## config.mk

```make
export PLATFORM = sky130hd
export DESIGN_NAME = spi_adc_responder
export DESIGN_NICKNAME = d
export VERILOG_FILES = /design/src/rtl/spi_adc_responder.sv
export SDC_FILE = /design/constraint.sdc
export NUM_CORES = 1
export LEC_CHECK = 0
export ABC_CLOCK_PERIOD_IN_PS = 6200
export BUFFER_PORTS_ARGS = -buffer_cell sky130_fd_sc_hd__buf_4
export CORE_MARGIN = 2
export CORE_UTILIZATION = 60
export DETAILED_ROUTE_END_ITERATION = 8
export GPL_TIMING_DRIVEN = 0
export PLACE_DENSITY = 0.87
export RECOVER_POWER = 100
export SYNTH_ARGS = -nofsm -noshare
export SYNTH_HDL_FRONTEND = slang
export SYNTH_SLANG_ARGS = --single-unit
```

## constraint.sdc

```tcl
create_clock -name CLK_48 -period 6.2 [get_ports CLK_48]
set_input_delay 0.31 -clock CLK_48 [delete_from_list [all_inputs] [get_ports CLK_48]]
set_output_delay 0.31 -clock CLK_48 [all_outputs]
set_load 0.05 [all_outputs]
```

## src/rtl/spi_adc_responder.sv

```systemverilog
// spi_adc_responder: SPI mode-0 slave that returns a sample word and captures a command word.
// Define SPI_RESP_FRAME_ERR_EN to enable frame_err_o (aborted frame / HOLD overrun reporting).
module spi_adc_responder #(
    parameter int FRAME_BITS  = 16,
    parameter int SYNC_STAGES = 2
) (
    input  logic                  CLK_48,
    input  logic                  RESET_N,
    input  logic                  sclk_pad_i,
    input  logic                  ss_pad_i,
    input  logic                  mosi_pad_i,
    output logic                  miso_pad_o,
    output logic                  miso_oe_o,
    input  logic [FRAME_BITS-1:0] tx_data_i,
    output logic [FRAME_BITS-1:0] rx_data_o,
    output logic                  rx_valid_o,
    output logic                  busy_o,
    output logic                  frame_err_o
);
    localparam int            CW       = $clog2(FRAME_BITS + 1);
    localparam logic [CW-1:0] LAST_BIT = CW'(FRAME_BITS - 1);
    localparam logic [CW-1:0] CNT_ONE  = CW'(1);
    localparam logic [CW-1:0] CNT_ZERO = CW'(0);

    typedef enum logic [1:0] {
        ST_IDLE  = 2'd0,
        ST_SHIFT = 2'd1,
        ST_HOLD  = 2'd2
    } state_t;

    logic [SYNC_STAGES-1:0] r_sclk_sync;
    logic [SYNC_STAGES-1:0] r_ss_sync;
    logic [SYNC_STAGES-1:0] r_mosi_sync;
    logic                   r_sclk_d;
    logic                   r_ss_d;
    logic [SYNC_STAGES:0]   r_flush;
    logic                   r_armed;

    state_t                 r_state;
    state_t                 w_state_nxt;
    logic [FRAME_BITS-1:0]  r_tx_shift;
    logic [FRAME_BITS-1:0]  r_rx_shift;
    logic [CW-1:0]          r_bit_cnt;
    logic                   r_miso;
    logic                   r_oe;
    logic                   r_busy;
    logic [FRAME_BITS-1:0]  r_rx_data;
    logic                   r_rx_valid;

    logic [FRAME_BITS-1:0]  w_tx_nxt;
    logic [FRAME_BITS-1:0]  w_rx_nxt;
    logic [FRAME_BITS-1:0]  w_rx_shifted;
    logic [CW-1:0]          w_cnt_nxt;
    logic                   w_miso_nxt;
    logic                   w_oe_nxt;
    logic                   w_busy_nxt;
    logic [FRAME_BITS-1:0]  w_rx_data_nxt;
    logic                   w_rx_valid_nxt;

    logic w_sclk_s;
    logic w_ss_s;
    logic w_mosi_s;
    logic w_sclk_rise;
    logic w_sclk_fall;
    logic w_ss_rise;
    logic w_ss_fall;

    assign w_sclk_s    = r_sclk_sync[SYNC_STAGES-1];
    assign w_ss_s      = r_ss_sync[SYNC_STAGES-1];
    assign w_mosi_s    = r_mosi_sync[SYNC_STAGES-1];
    assign w_sclk_rise = w_sclk_s & ~r_sclk_d;
    assign w_sclk_fall = ~w_sclk_s & r_sclk_d;
    assign w_ss_rise   = w_ss_s & ~r_ss_d;
    assign w_ss_fall   = ~w_ss_s & r_ss_d;

    assign w_rx_shifted = (r_rx_shift << 1) | {{(FRAME_BITS-1){1'b0}}, w_mosi_s};

    // Pad synchronizers plus one delay flop per control line for edge detection.
    always_ff @(posedge CLK_48 or negedge RESET_N) begin
        if (!RESET_N) begin
            r_sclk_sync <= {SYNC_STAGES{1'b0}};
            r_ss_sync   <= {SYNC_STAGES{1'b1}};
            r_mosi_sync <= {SYNC_STAGES{1'b0}};
            r_sclk_d    <= 1'b0;
            r_ss_d      <= 1'b1;
        end else begin
            r_sclk_sync <= {r_sclk_sync[SYNC_STAGES-2:0], sclk_pad_i};
            r_ss_sync   <= {r_ss_sync[SYNC_STAGES-2:0], ss_pad_i};
            r_mosi_sync <= {r_mosi_sync[SYNC_STAGES-2:0], mosi_pad_i};
            r_sclk_d    <= w_sclk_s;
            r_ss_d      <= w_ss_s;
        end
    end

    // Arm only after real ss-high is seen, so a reset released mid-frame waits for a fresh select.
    always_ff @(posedge CLK_48 or negedge RESET_N) begin
        if (!RESET_N) begin
            r_flush <= {(SYNC_STAGES+1){1'b0}};
            r_armed <= 1'b0;
        end else begin
            r_flush <= {r_flush[SYNC_STAGES-1:0], 1'b1};
            if (r_flush[SYNC_STAGES] && w_ss_s) begin
                r_armed <= 1'b1;
            end else begin
                r_armed <= r_armed;
            end
        end
    end

    // Next-state and datapath decode; ss events take priority over SCLK edges.
    always_comb begin
        w_state_nxt    = r_state;
        w_tx_nxt       = r_tx_shift;
        w_rx_nxt       = r_rx_shift;
        w_cnt_nxt      = r_bit_cnt;
        w_miso_nxt     = r_miso;
        w_oe_nxt       = r_oe;
        w_busy_nxt     = r_busy;
        w_rx_data_nxt  = r_rx_data;
        w_rx_valid_nxt = 1'b0;
        case (r_state)
            ST_IDLE: begin
                w_miso_nxt = 1'b0;
                w_oe_nxt   = 1'b0;
                w_busy_nxt = 1'b0;
                if (w_ss_fall && r_armed) begin
                    w_state_nxt = ST_SHIFT;
                    w_tx_nxt    = tx_data_i;
                    w_rx_nxt    = {FRAME_BITS{1'b0}};
                    w_cnt_nxt   = CNT_ZERO;
                    w_miso_nxt  = tx_data_i[FRAME_BITS-1];
                    w_oe_nxt    = 1'b1;
                    w_busy_nxt  = 1'b1;
                end else begin
                    w_state_nxt = ST_IDLE;
                end
            end
            ST_SHIFT: begin
                if (w_ss_rise) begin
                    w_state_nxt = ST_IDLE;
                    w_miso_nxt  = 1'b0;
                    w_oe_nxt    = 1'b0;
                    w_busy_nxt  = 1'b0;
                end else if (w_sclk_rise) begin
                    w_rx_nxt  = w_rx_shifted;
                    w_cnt_nxt = r_bit_cnt + CNT_ONE;
                    if (r_bit_cnt == LAST_BIT) begin
                        w_state_nxt    = ST_HOLD;
                        w_rx_data_nxt  = w_rx_shifted;
                        w_rx_valid_nxt = 1'b1;
                        w_miso_nxt     = 1'b0;
                    end else begin
                        w_state_nxt = ST_SHIFT;
                    end
                end else if (w_sclk_fall && (r_bit_cnt != CNT_ZERO)) begin
                    w_tx_nxt   = r_tx_shift << 1;
                    w_miso_nxt = r_tx_shift[FRAME_BITS-2];
                end else begin
                    w_state_nxt = ST_SHIFT;
                end
            end
            ST_HOLD: begin
                w_miso_nxt = 1'b0;
                if (w_ss_rise) begin
                    w_state_nxt = ST_IDLE;
                    w_oe_nxt    = 1'b0;
                    w_busy_nxt  = 1'b0;
                end else begin
                    w_state_nxt = ST_HOLD;
                end
            end
            default: begin
                w_state_nxt = ST_IDLE;
                w_miso_nxt  = 1'b0;
                w_oe_nxt    = 1'b0;
                w_busy_nxt  = 1'b0;
            end
        endcase
    end

    // State register.
    always_ff @(posedge CLK_48 or negedge RESET_N) begin
        if (!RESET_N) begin
            r_state <= ST_IDLE;
        end else begin
            r_state <= w_state_nxt;
        end
    end

    // Shift registers, counter and registered outputs.
    always_ff @(posedge CLK_48 or negedge RESET_N) begin
        if (!RESET_N) begin
            r_tx_shift <= {FRAME_BITS{1'b0}};
            r_rx_shift <= {FRAME_BITS{1'b0}};
            r_bit_cnt  <= CNT_ZERO;
            r_miso     <= 1'b0;
            r_oe       <= 1'b0;
            r_busy     <= 1'b0;
            r_rx_data  <= {FRAME_BITS{1'b0}};
            r_rx_valid <= 1'b0;
        end else begin
            r_tx_shift <= w_tx_nxt;
            r_rx_shift <= w_rx_nxt;
            r_bit_cnt  <= w_cnt_nxt;
            r_miso     <= w_miso_nxt;
            r_oe       <= w_oe_nxt;
            r_busy     <= w_busy_nxt;
            r_rx_data  <= w_rx_data_nxt;
            r_rx_valid <= w_rx_valid_nxt;
        end
    end

    assign miso_pad_o = r_miso;
    assign miso_oe_o  = r_oe;
    assign busy_o     = r_busy;
    assign rx_data_o  = r_rx_data;
    assign rx_valid_o = r_rx_valid;

`ifdef SPI_RESP_FRAME_ERR_EN
    logic r_frame_err;
    logic r_err_done;
    logic w_err_abort;
    logic w_err_overrun;

    assign w_err_abort   = (r_state == ST_SHIFT) && w_ss_rise;
    assign w_err_overrun = (r_state == ST_HOLD) && !w_ss_rise && w_sclk_rise && !r_err_done;

    // Error strobe; overrun is reported once per frame.
    always_ff @(posedge CLK_48 or negedge RESET_N) begin
        if (!RESET_N) begin
            r_frame_err <= 1'b0;
            r_err_done  <= 1'b0;
        end else begin
            r_frame_err <= w_err_abort | w_err_overrun;
            if (r_state == ST_IDLE) begin
                r_err_done <= 1'b0;
            end else if (w_err_overrun) begin
                r_err_done <= 1'b1;
            end else begin
                r_err_done <= r_err_done;
            end
        end
    end

    assign frame_err_o = r_frame_err;
`else
    assign frame_err_o = 1'b0;
`endif

endmodule

```

# After elaboration in Yosys (flattened, before gate mapping)
# Cells that the tools add are included.
dict set report classes {
  add_sub_neg 1
  n_reduce_logical 11
  eq_ne 12
  bitwise 10
  n_mux 33
}
# cell n
set op_table {}
lappend op_table {{$mux W15} 7}
lappend op_table {{$pmux W15 S2} 2}
lappend op_table {{$or A16 B1 Y16} 1}
lappend op_table {{$mux W5} 3}
lappend op_table {{$mux W1} 12}
lappend op_table {{$ne A4 B4 Y1 const B} 3}
lappend op_table {{$mux W2} 5}
lappend op_table {{$ne A2 B2 Y1 const B} 5}
lappend op_table {{$pmux W5 S2} 1}
lappend op_table {{$reduce_and A4 Y1} 2}
lappend op_table {{$pmux W2 S3} 1}
lappend op_table {{$add A5 B1 Y5 const B} 1}
lappend op_table {{$eq A5 B4 Y1 const B} 1}
lappend op_table {{$not A1 Y1} 5}
lappend op_table {{$reduce_and A5 Y1} 1}
lappend op_table {{$reduce_bool A5 Y1} 1}
lappend op_table {{$and A1 B1 Y1} 4}
lappend op_table {{$pmux W1 S2} 2}
lappend op_table {{$logic_and A1 B1 Y1} 3}
lappend op_table {{$eq A2 B1 Y1 const B} 1}
lappend op_table {{$eq A2 B2 Y1 const B} 1}
lappend op_table {{$logic_not A2 Y1} 1}
lappend op_table {{$ne A2 B1 Y1 const B} 1}
lappend op_table {{$reduce_and A2 Y1} 1}
lappend op_table {{other kinds (2)} 2}
dict set report word_totals {
  inputBits 21
  elab_cells 82
  regBits 68
}

# Longest topological paths before layout
# Gate-level depths: netlist of the first run.
dict set report depth {
  word_depth 7
  ltp_mapped 7
  mapped_depth_nobuf 7
}

# Least setup slack after synthesis of the first run
# OpenSTA, ideal clock, no wires.
dict set report synth_path {
  path_type {register to register}
  startpoint {register r_state[1]}
  endpoint {register r_tx_shift[10]}
  stages_incl_launch_ff 8
  path_buffers 1
  period_less_slack_ps 2032
  slack_ps 4168
  required_time_ps 6075
  setup_time_ps 125
  t_arrival_ps 1907
  path_cell_list {dfrtp_1 -> inv_1 -> ha_1 -> nor2b_1 -> o21a_1 -> a2111o_2 -> buf_6 -> mux2_4}
}
dict set report synth_via {
  elab_chain_cells 3
  elab_cells_between_ends 9
}
# element line_no
set synth_rtl {}
lappend synth_rtl {{start, declared} 39} ;# state_t r_state;
lappend synth_rtl {{start signal, assigned} 186} ;# r_state <= w_state_nxt;
lappend synth_rtl {{$eq A2 B1 Y1 or $logic_not A2 Y1 (tied branches)} 121} ;# case (r_state)
lappend synth_rtl {{$ne A2 B2 Y1 (no source line) or $reduce_bool A2 Y1 (tied branches)} --}
lappend synth_rtl {{$reduce_and A5 Y1 (no source line)} --}
lappend synth_rtl {{end signal, assigned} 193} ;# r_tx_shift <= {FRAME_BITS{1'b0}};
lappend synth_rtl {{end signal, assigned} 202} ;# r_tx_shift <= w_tx_nxt;
lappend synth_rtl {{end, declared} 41} ;# logic [FRAME_BITS-1:0] r_tx_shift;
# Parallel ways exist; a longest one is shown, timed or not.
# A chain may end at the register's enable or synchronous reset.

==> results of run 1 <==
stage by stage:
step	setup WS (ps)	hold slack, ps	area, um^2	power (W)
2_1_floorplan	4168	14.41	2900	0.0008458
3_3_place_gp	3926	332.6	3268	0.0009211
3_5_place_dp	3911	336.4	3268	0.0009333
4_1_cts	3886	60.29	3458	0.001289
5_1_grt	2317	53.44	3329	0.001294
6_report	3145	78.37	3329	0.001223
flip-flops by register name (all words and copies together), names as in the netlist:
register	flops
rx_data_o	16
r_sclk_sync	2
r_armed	1
r_ss_d	1
r_mosi_sync	2
r_bit_cnt	5
r_rx_shift	15
busy_o	1
rx_valid_o	1
r_sclk_d	1
r_flush	3
r_state	2
miso_pad_o	1
r_tx_shift	15
r_ss_sync	2
per-layer routing:
metal	vias to the layer above	routed length, um	global-route usage	part of all wire
met1	906	2334	0.2903	0.47
met3	7	235	0.06722	0.047
met4	0	80	0.09495	0.016
li1	830	-	-	-
met5	-	0	0	0
met2	43	2341	0.3085	0.47
power by group through the flow:
stage / Sequential [W] / Clock (W) / Combinational, W
after floorplan: 0.000570 / 0 / 0.000276
after global placement: 0.000564 / 0 / 0.000357
after detailed placement: 0.000569 / 0 / 0.000365
after CTS: 0.000561 / 0.000361 / 0.000367
after global routing: 0.000568 / 0.000380 / 0.000346
final: 0.000559 / 0.000353 / 0.000311
kinds of logic (layout without fill, tap and decap cells):
family / after synthesis / count (layout) / synth area share
fa+ha+maj: 7 / 7 / 0.03020
buf+inv: 17 / 71 / 0.02847
flops: 68 / 68 / 0.5880
compound gates: 33 / 33 / 0.08973
simple gates: 25 / 25 / 0.05608
other cells: 2 / 2 / 0.002589
mux: 50 / 50 / 0.2049
Yosys cell counts (all sizes together), types with 2 or more instances:
library cell | count | area (um^2)
a21o | 3 | 22.52
nor2b | 3 | 18.77
mux2 | 48 | 574.3
conb | 2 | 7.510
dfstp | 3 | 78.83
a32o | 2 | 20.02
a21oi | 3 | 15.01
mux2i | 2 | 20.02
a22o | 17 | 148.9
inv | 9 | 33.78
buf | 7 | 45.03
o21ai | 5 | 25.02
nand2b | 2 | 12.51
ha | 7 | 87.58
and3 | 2 | 12.51
nand3b | 3 | 22.52
nand3 | 3 | 15.01
nand4 | 3 | 25.02
nor3 | 3 | 20.02
dfrtp | 65 | 1627
nand2 | 3 | 11.26
path summary, 6_finish.rpt:
path | cells past startpoint | endpoint | slack [ps]
max in group CLK_48 | 6 | rx_data_o[13]$_DFFE_PN0P_ | 3570
min in group asynchronous | 1 | miso_pad_o$_DFFE_PN0P_ | 1130
worst min-delay path | 1 | r_ss_sync[0]$_DFF_PN1_ | 80
worst max-delay path | 1 | r_bit_cnt[4]$_DFFE_PN0P_ | 3150
worst max register to register | 6 | rx_data_o[13]$_DFFE_PN0P_ | 3570
worst min register to register | 0 | r_flush[2]$_DFF_PN0_ | 350
placed cells by master (no fill, tap or decap), drive strengths merged:
cell     n
dfrtp   65
mux2    48
clkbuf  41
buf     19
a22o    17
inv      9
ha       7
o21ai    5
nor2b    3
nand4    3
a21oi    3
nand3b   3
nand2    3
nand3    3
a21o     3
nor3     3
dfstp    3
nand2b   2
and3     2
a32o     2
mux2i    2
conb     2
o21a     1
or4b     1
a2111o   1
o41ai    1
or3      1
or3b     1
bufinv   1
clkinv   1
layout make-up:
class,instances,share of cell area
tap,54,0.02029
sequential,68,0.5122
timing repair buffer,40,0.06652
buffer,8,0.01165
multi-input combinational,117,0.3221
clock inverter,2,0.01052
clock buffer,12,0.04660
inverter,9,0.01015
==> results.md, run 1 <==
* ANT cells at 0
* CTS tree: yes
* Drt pass-1 iters at 4
* P_int at 0.0008709 W
* Total Wirelength at 4992 um
* Worst path bufs/invs at 1
* Multi-input logic area at ~1100 um^2
* Gate power share at 0.254
* FILL cells at 369
* Clock Skew at 3.833 ps
* Critical Path Slowest Stage Cell: clkbuf_1
* Critical Path, Cell by Cell: clkbuf_1
* Clk root buf: clkbuf_8
* Crit path DAT at 2720 ps
* Max incr delay on CP at between 2000 and 2500 ps
* Top_reg_cell synth: dfrtp_1
* Worst Path Required at 5870 ps
* CP startpoint kind: input port
* Min-delay worst type: in2reg
* FF+latch area at 1705 um^2
* Clk slew on worst S/H paths at 70 ps
* Yosys warns at 0
* DRT antenna net count at 0
* Fin crit share at 0.4927
* Seq/Total Area, Yosys at 0.5880
* DIE WIDTH at 73.53 um
* WS Path Type: in2async
* Share of cells above drive strength 1 at 0.3086
* Vias per inst at 5.761
* Initial antenna violation count at 0
* Worst-Margin Slew at approximately 3400 ps
* Core box area at 4692 um^2
* Routed len/inst at approximately 16 um
* CP endpoint kind: asynchronous set/reset pin
* CTS sink cnt at 68
* TritonCTS Buffers at 9
* Mapped Nets at 230
* Yosys reg bits at 68
* Num rows at 25
* Run status: finished with violations
* Crit-path max FO at 68
* Max_slew headroom at -1.290
* Fmax at 0.3274 GHz
* Starting Density at 0.6181
* RR Startpoint: r_state[1]$_DFFE_PN0P_
* Nets at 281
* Cell variety after synth at 34
* Min-Delay Startpoint: ss_pad_i
* Vias in the first global route at 1759
* IO Count at between 40 and 50
* Residual overflow from global routing at 0
* Sw Ratio at 0.2880
* Final Wtd Congestion at between 0.9 and 1
* Max_cap viols at 1
* Post-cts resize count at 0
* Clock power share at 0.289
* Total global-route track usage at 0.2109
* Synth-to-layout area growth at 14.80%
* Detailed placement HPWL at between 3000 and 4000 um
* RSZ-0062 raised after global routing: no
* Setup TNS Final at 0 ps
* Ys async rst share at 1.000
* Die area at 5406 um^2
* Power share of the sequential group at 0.457
* Die height at 73.53 um
* Gate Count Post-Synth at between 200 and 250
* Slew Viols, Final at 69
* Vias at between 1500 and 2000
* Failing checks: capacitance limit, slew limit
* First-pass GRT wire length at 8342 um
* Fin crit period at 3055 ps
* Netlist Area Pre-Place at 2900 um^2
* Setup violations, final at 0
* Switching power at 0.0003523 W
* CTS Buffer Depth at 2
* H-tree depth at 3
* Number of flops mapped to enable cells by yosys at 0
* Insertion delay to the later sink of the worst-skew pair at roughly 340 ps
* VDD IR-drop max at 0.0001785 V
* Post-Synthesis Mean Instance Area at 14.36 um^2
* Post-route insts no fill at 310
* Drt drc at 0
* Hold Vio Cnt, Final at 0
* I/O Buffers at 40
* Initial DRC Count at 95
* Power per Cell Area at ~370 nW/um^2
* Critical path origin: RESET_N
* Postcts setup bufs at 0
* Util after Layout at 0.7096
* Leak Pwr at 1.620 nW
* Critical path's top delay family: buffers and inverters
* Placed cells at 296
* Cts hold-fix bufs at 0
* Largest net degree at the start of global routing at 69
Power figures use the tool's default switching activity.
==> run 2: changes to the inputs <==
--- a/config.mk
+++ b/config.mk
@@ -5,13 +5,13 @@
 export SDC_FILE = /design/constraint.sdc
 export NUM_CORES = 1
 export LEC_CHECK = 0
-export ABC_CLOCK_PERIOD_IN_PS = 6200
+export ABC_CLOCK_PERIOD_IN_PS = 2900
 export BUFFER_PORTS_ARGS = -buffer_cell sky130_fd_sc_hd__buf_4
 export CORE_MARGIN = 2
-export CORE_UTILIZATION = 60
+export CORE_UTILIZATION = 56
 export DETAILED_ROUTE_END_ITERATION = 8
 export GPL_TIMING_DRIVEN = 0
-export PLACE_DENSITY = 0.87
+export PLACE_DENSITY = 0.82
 export RECOVER_POWER = 100
 export SYNTH_ARGS = -nofsm -noshare
 export SYNTH_HDL_FRONTEND = slang
==> constraint.sdc (replaced) <==
create_clock -name CLK_48 -period 2.9 [get_ports CLK_48]
set_input_delay 0.145 -clock CLK_48 [delete_from_list [all_inputs] [get_ports CLK_48]]
set_output_delay 0.145 -clock CLK_48 [all_outputs]
set_load 0.05 [all_outputs]
==> run 2 against run 1 <==
Net effect: the run still ends with capacitance limit, slew limit left; register-to-register slack got worse by 3100 ps; hold slack got worse by 16 ps; critical path depth increased by 6; wire length increased by 1.5%; first-iteration DRC count decreased by 8.4%; flip-flop and latch count unchanged; via count increased by 1.3%; sequential power increased by 110%; combinational power increased by 120%; cell count increased by 7.1%; critical path type is now reg2reg; highest routed layer unchanged.
==> results.md, run 2 (same netlist as run 1, synthesis figures left out) <==
* Drt drc at 0 (unchanged)
* Max_cap viols at 1 (unchanged)
* CTS sink cnt at 68 (unchanged)
* Max_slew headroom at -0.06638 (+1.223)
* FILL cells at 391 (+6.0%)
* Design Area, Final at 3427 um^2 (+2.9%)
* Crit path DAT at 2690 ps (-30 ps)
* Insertion delay to the later sink of the worst-skew pair at 340 ps (about the same)
* Vias in the first global route at 1839 (+4.5%)
* Nets at 285 (+1.4%)
* Leak Pwr at 1.661 nW (+2.5%)
* Vias at 1809 (+1.3%)
* Failing checks: capacitance limit, slew limit
* Total Wirelength at 5067 um (+1.5%)
* Most frequent cells in the layout: dfrtp_1 (65), mux2_2 (39), clkbuf_1 (26)
* Core box area at 5042 um^2 (+7.5%)
* Fmax at between 0.4 and 0.5 GHz
* Fin crit period at 2471 ps
* Power, Total at 0.002735 W (+120%)
* Die height at 75.97 um (+3.3%)
* Clk root buf: clkbuf_8
* CTS tree: yes
* Switching power at 0.0007781 W (+120%)
* Fin crit share at 0.8521
* Power share of the sequential group at 0.436 (-0.021)
* Num rows at 26 (+4.0%)
* Clock Skew at 7.032 ps (+3.199 ps)
* RSZ-0062 raised after global routing: no
* Commonest non-fill, non-tap cell in the layout: dfrtp_1
* Worst-Margin Slew at 1600 ps (-1835 ps)
* Slew Viols, Final at 69 (unchanged)
* Total global-route track usage at 0.1953 (-0.01568)
* Min Hold Slack at 62.66 ps (-15.71 ps)
* Synth-to-layout area growth at 18.16%
* Starting Density at 0.5752 (-0.04295)
* CP endpoint kind: register
* Multi-input logic area at 1080 um^2 (+0.70%)
* TritonCTS Buffers at 9 (unchanged)
* Setup TNS Final at 0 ps (unchanged)
* Detailed placement HPWL at 3353 um (-2.1%)
* Largest net degree at the start of global routing at 69 (unchanged)
* Crit-path max FO at 10 (-85%)
* Power per Cell Area at 798.0 nW/um^2 (+120%)
* Vias per inst at 5.449 (-5.4%)
* Die area at 5771 um^2 (+6.7%)
* Clock power share at 0.311 (+0.022)
* Util after Layout at 0.6797 (-0.02995)
* Final Wtd Congestion at 0.8937 (-1.1%)
* IO Count at 42 (unchanged)
* Routed len/inst at 15.26 um (-5.2%)
* VDD IR-drop max at 0.0005083 V (+180%)
* Initial DRC Count at 87 (-8.4%)
* WS Path Type: reg2reg
* H-tree depth at 3 (unchanged)
* FF+latch area at 1705 um^2 (unchanged)
* Gate power share at 0.253 (about the same)
* Clk slew on worst S/H paths at 70 ps (about the same)
* Hold Vio Cnt, Final at 0 (unchanged)
* First-pass GRT wire length at 8728 um (+4.6%)
* Min-delay worst type: in2reg
* DRT antenna net count at 0 (unchanged)
* ANT cells at 0 (unchanged)
* Run status: finished with violations
* Placed Area at 3288 um^2 (+0.61%)
* Sw Ratio at 0.2845 (-0.003502)
* Residual overflow from global routing at 0 (unchanged)
* DIE WIDTH at 75.97 um (+3.3%)
* CP startpoint kind: register
* Drt pass-1 iters at 4 (unchanged)
* CTS Buffer Depth at 2 (unchanged)
* P_int at 0.001957 W (+120%)
* Setup violations, final at 0 (unchanged)
* Initial antenna violation count at 0 (unchanged)
* Share of cells above drive strength 1 at 0.3206 (+0.01202)
* Worst Path Required at 3120 ps (-2750 ps)
* I/O Buffers at 40 (unchanged)
* Max reg flops at 16 (unchanged)
run 2: cell count changes in the layout (fill, tap and decap cells not counted), sizes merged:
cell / delta
buf: +1
bufinv: +1
clkbuf: -1
clkinvlp: +1
dlygate4sd3: +4
run 2: cell type report:
class,instances,share of cell area
Sequential cell,68,0.4976
Multi-Input combinational cell,117,0.3151
Inverter,9,0.009858
Buffer,8,0.01168
Clock buffer,12,0.04235
Timing Repair Buffer,44,0.07667
Tap cell,70,0.02556
Clock inverter,4,0.02118
run 2: power by group through the flow:
stage	Clock [W]	Combinational, W	Sequential [W]
2_1_floorplan	0	0.000590	0.00122
3_3_place_gp	0	0.000758	0.00121
3_5_place_dp	0	0.000778	0.00121
4_1_cts	0.000867	0.000792	0.00120
5_1_grt	0.000911	0.000760	0.00122
6_report	0.000851	0.000692	0.00119
run 2: layer usage:
metal,share of wire,track usage
met2,0.48,0.3107
met4,0.023,0.1109
met3,0.040,0.04048
met5,0,0
met1,0.45,0.2514
run 2: final timing paths:
kind	from	endpoint	slack, ps	depth (start not counted)
setup / recovery	r_state[1]$_DFFE_PN0P_	r_tx_shift[14]$_DFFE_PN0P_	430	7
hold / removal	tx_data_i[0]	r_tx_shift[0]$_DFFE_PN0P_	60	2
setup reg to reg	r_state[1]$_DFFE_PN0P_	r_tx_shift[14]$_DFFE_PN0P_	430	7
hold reg to reg	r_flush[1]$_DFF_PN0_	r_flush[2]$_DFF_PN0_	350	0
max in group asynchronous	RESET_N	r_armed$_DFFE_PN0P_	1200	2
min in group asynchronous	RESET_N	r_state[1]$_DFFE_PN0P_	740	2
run 2: critical path, cell delays in order, from the launching register on:
cell	delay [ps]
dfrtp_1	400
inv_1	80
ha_1	270
nor2b_1	180
o21a_1	220
a2111o_2	500
clkbuf_1	310
mux2_1	390
run 2: metrics by stage:
| stage | std cells | setup WS [ps] |
|---|---|---|
| 6_report | 332 | 428.8 |
| 5_1_grt | 332 | 245.8 |
| 4_1_cts | 332 | 561.0 |
| 3_5_place_dp | 312 | 602.6 |
| 3_3_place_gp | 312 | 637.3 |
| 2_1_floorplan | 202 | 867.9 |
run 2: timing repair:
action                                  in CTS  in global routing
setup buffers                                0                  0
resized for setup                            0                  0
endpoints found under the hold margin       68                  0
hold buffers                                 4                  0
endpoints found under the setup margin       0                  0
==> run 3: changes to the inputs <==
--- a/config.mk
+++ b/config.mk
@@ -5,7 +5,7 @@
 export SDC_FILE = /design/constraint.sdc
 export NUM_CORES = 1
 export LEC_CHECK = 0
-export ABC_CLOCK_PERIOD_IN_PS = 2900
+export ABC_CLOCK_PERIOD_IN_PS = 2750
 export BUFFER_PORTS_ARGS = -buffer_cell sky130_fd_sc_hd__buf_4
 export CORE_MARGIN = 2
 export CORE_UTILIZATION = 56
==> constraint.sdc (replaced) <==
create_clock -name CLK_48 -period 2.75 [get_ports CLK_48]
set_input_delay 0.1375 -clock CLK_48 [delete_from_list [all_inputs] [get_ports CLK_48]]
set_output_delay 0.1375 -clock CLK_48 [all_outputs]
set_load 0.05 [all_outputs]
==> run 3 against run 2 <==
Net effect: the run still ends with capacitance limit, slew limit left; register-to-register slack got worse by 80 ps; sequential share of layout area rose by 0.073 points; clock power rose by 5.2%; fmax is 2.9% higher; flip-flop and latch count unchanged; largest cell class unchanged; highest routed layer unchanged; global-route usage unchanged; wire length about the same; cell count unchanged.
==> results.md, run 3 (same netlist as run 1, synthesis figures left out) <==
* Total Wirelength at 5070 um (about the same)
* Routed len/inst at 15.27 um (about the same)
* Starting Density at 0.5752 (unchanged)
* Drt drc at 0 (unchanged)
* RSZ-0062 raised after global routing: no
* Num rows at 26 (unchanged)
* Critical Path Slowest Stage Cell: nand4_1
* M2 GR Usage at 0.3107 (unchanged)
* Placed cells at 312 (unchanged)
* Vias at 1821 (+0.66%)
* Crit path DAT at 2620 ps (-70 ps)
* VDD IR-drop max at 0.0005311 V (+4.5%)
* Critical path origin: r_state[1]$_DFFE_PN0P_
* Core box area at 5042 um^2 (unchanged)
* Fraction of met1 tracks used by global routing at 0.2514 (unchanged)
* Insertion delay to the later sink of the worst-skew pair at 340 ps (about the same)
* Fin crit share at 0.8734 (+0.02124)
* Die area at 5771 um^2 (unchanged)
* Commonest non-fill, non-tap cell in the layout: dfrtp_1
* Min-delay worst type: in2reg
* Vias per inst at 5.485 (+0.66%)
* Leak Pwr at 1.656 nW (-0.29%)
* Slew Viols, Final at 69 (unchanged)
* GR peak layer: met2
* CTS sink cnt at 68 (unchanged)
* RR Startpoint: r_state[1]$_DFFE_PN0P_
* Power per Cell Area at 837.2 nW/um^2 (+4.9%)
* CP endpoint kind: register
* Largest net degree at the start of global routing at 69 (unchanged)
* Most frequent cells in the layout: dfrtp_1 (65), mux2_2 (39), clkbuf_1 (24)
* H-tree depth at 3 (unchanged)
* Run status: finished with violations
* ANT cells at 0 (unchanged)
* Fmax at 0.4164 GHz (+2.9%)
* I/O Buffers at 40 (unchanged)
* Hold Vio Cnt, Final at 0 (unchanged)
* Failing checks: capacitance limit, slew limit
* Max reg flops at 16 (unchanged)
* Min-Delay Startpoint: tx_data_i[0]
* Critical path's top delay family: buffers and inverters
* Share of cells above drive strength 1 at 0.3206 (unchanged)
* Setup violations, final at 0 (unchanged)
* DIE WIDTH at 75.97 um (unchanged)
* Final Wtd Congestion at 0.8937 (unchanged)
* IO Count at 42 (unchanged)
* CTS Buffer Depth at 2 (unchanged)
* TritonCTS Buffers at 9 (unchanged)
* Post-route insts no fill at 332 (unchanged)
* First-pass GRT wire length at 8728 um (unchanged)
* Met3 usage in global routing at 0.04048 (unchanged)
* Total global-route track usage at 0.1953 (unchanged)
* Worst Path Required at 2970 ps (-150 ps)
* Residual overflow from global routing at 0 (unchanged)
* Max_cap viols at 1 (unchanged)
* Critical Path, Cell by Cell: inv_1 > ha_1 > buf_2 > nand4_1 > clkbuf_2 > mux2_2
* Initial DRC Count at 99 (+14%)
* CTS tree: yes
* Initial antenna violation count at 0 (unchanged)
* Util after Layout at 0.6787 (-0.0009930)
* Synth-to-layout area growth at 17.99%
* Setup TNS Final at 0 ps (unchanged)
* Clk root buf: clkbuf_8
* Vias in the first global route at 1839 (unchanged)
* Detailed placement HPWL at 3353 um (unchanged)
* Worst-Margin Slew at 1584 ps (-15.68 ps)
* CP startpoint kind: register
* Clock Skew at 7.417 ps (+0.3847 ps)
* Crit-path max FO at 10 (unchanged)
* Max_slew headroom at -0.05593 (+0.01045)
* Drt pass-1 iters at 4 (unchanged)
* WS Path Type: reg2reg
* Die height at 75.97 um (unchanged)
* DRT antenna net count at 0 (unchanged)
* Worst path bufs/invs at 3 (+1)
* Nets at 285 (unchanged)
* Max incr delay on CP at 510 ps (about the same)
* Fin crit period at 2402 ps (-69.41 ps)
* Clk slew on worst S/H paths at 70 ps (about the same)
[run 3: repair_timing]
action                    in CTS  in global routing
resized for setup              0                  0
buffers inserted               0                  0
hold endpoints to repair      68                  0
hold buffers                   4                  0
[run 3: layout make-up]
class / instances / area (um^2)
Clock inverter: 4 / 72.57
Fill cell: 394 / 1620
Multi-Input combinational cell: 117 / 1072
Sequential cell: 68 / 1705
Tap cell: 70 / 87.58
Clock buffer: 12 / 145.1
Buffer: 8 / 42.54
Inverter: 9 / 33.78
Timing Repair Buffer: 44 / 262.8
[run 3: metal layers]
| metal | wire [um] | share of wire | up-vias |
|---|---|---|---|
| met1 | 2295 | 0.45 | 910 |
| met4 | 119 | 0.023 | 0 |
| met2 | 2454 | 0.48 | 54 |
| met3 | 200 | 0.039 | 12 |
| met5 | 0 | 0 | - |
| li1 | - | - | 845 |
[run 3: worst paths after layout]
check                      slack [ps]                         to  cells past startpoint
setup reg to reg                  350  rx_data_o[14]$_DFFE_PN0P_                      6
hold / removal                     60  r_tx_shift[0]$_DFFE_PN0P_                      2
setup / recovery                  350  rx_data_o[14]$_DFFE_PN0P_                      6
hold reg to reg                   350       r_flush[2]$_DFF_PN0_                      0
max in group asynchronous        1070        r_armed$_DFFE_PN0P_                      2
min in group asynchronous         730     r_state[1]$_DFFE_PN0P_                      2
[run 3: stage by stage]
stage / cell area, um^2 / setup WS [ps] / hold WS [ps] / total power, W
floorplan: 2900 / 717.9 / -158.1 / 0.001907
global placement: 3288 / 487.3 / 247.5 / 0.002070
detailed placement: 3288 / 452.6 / 247.4 / 0.002098
CTS: 3546 / 411.0 / 47.37 / 0.003010
global route: 3422 / 158.9 / 62.98 / 0.003027
finish: 3422 / 348.2 / 58.59 / 0.002865
[run 3: report_power, final]
part	internal, W	switching (W)	total (W)
logic	0.000347	0.000366	0.000713
clock network	0.000535	0.000360	0.000895
registers	0.00117	0.0000912	0.00126
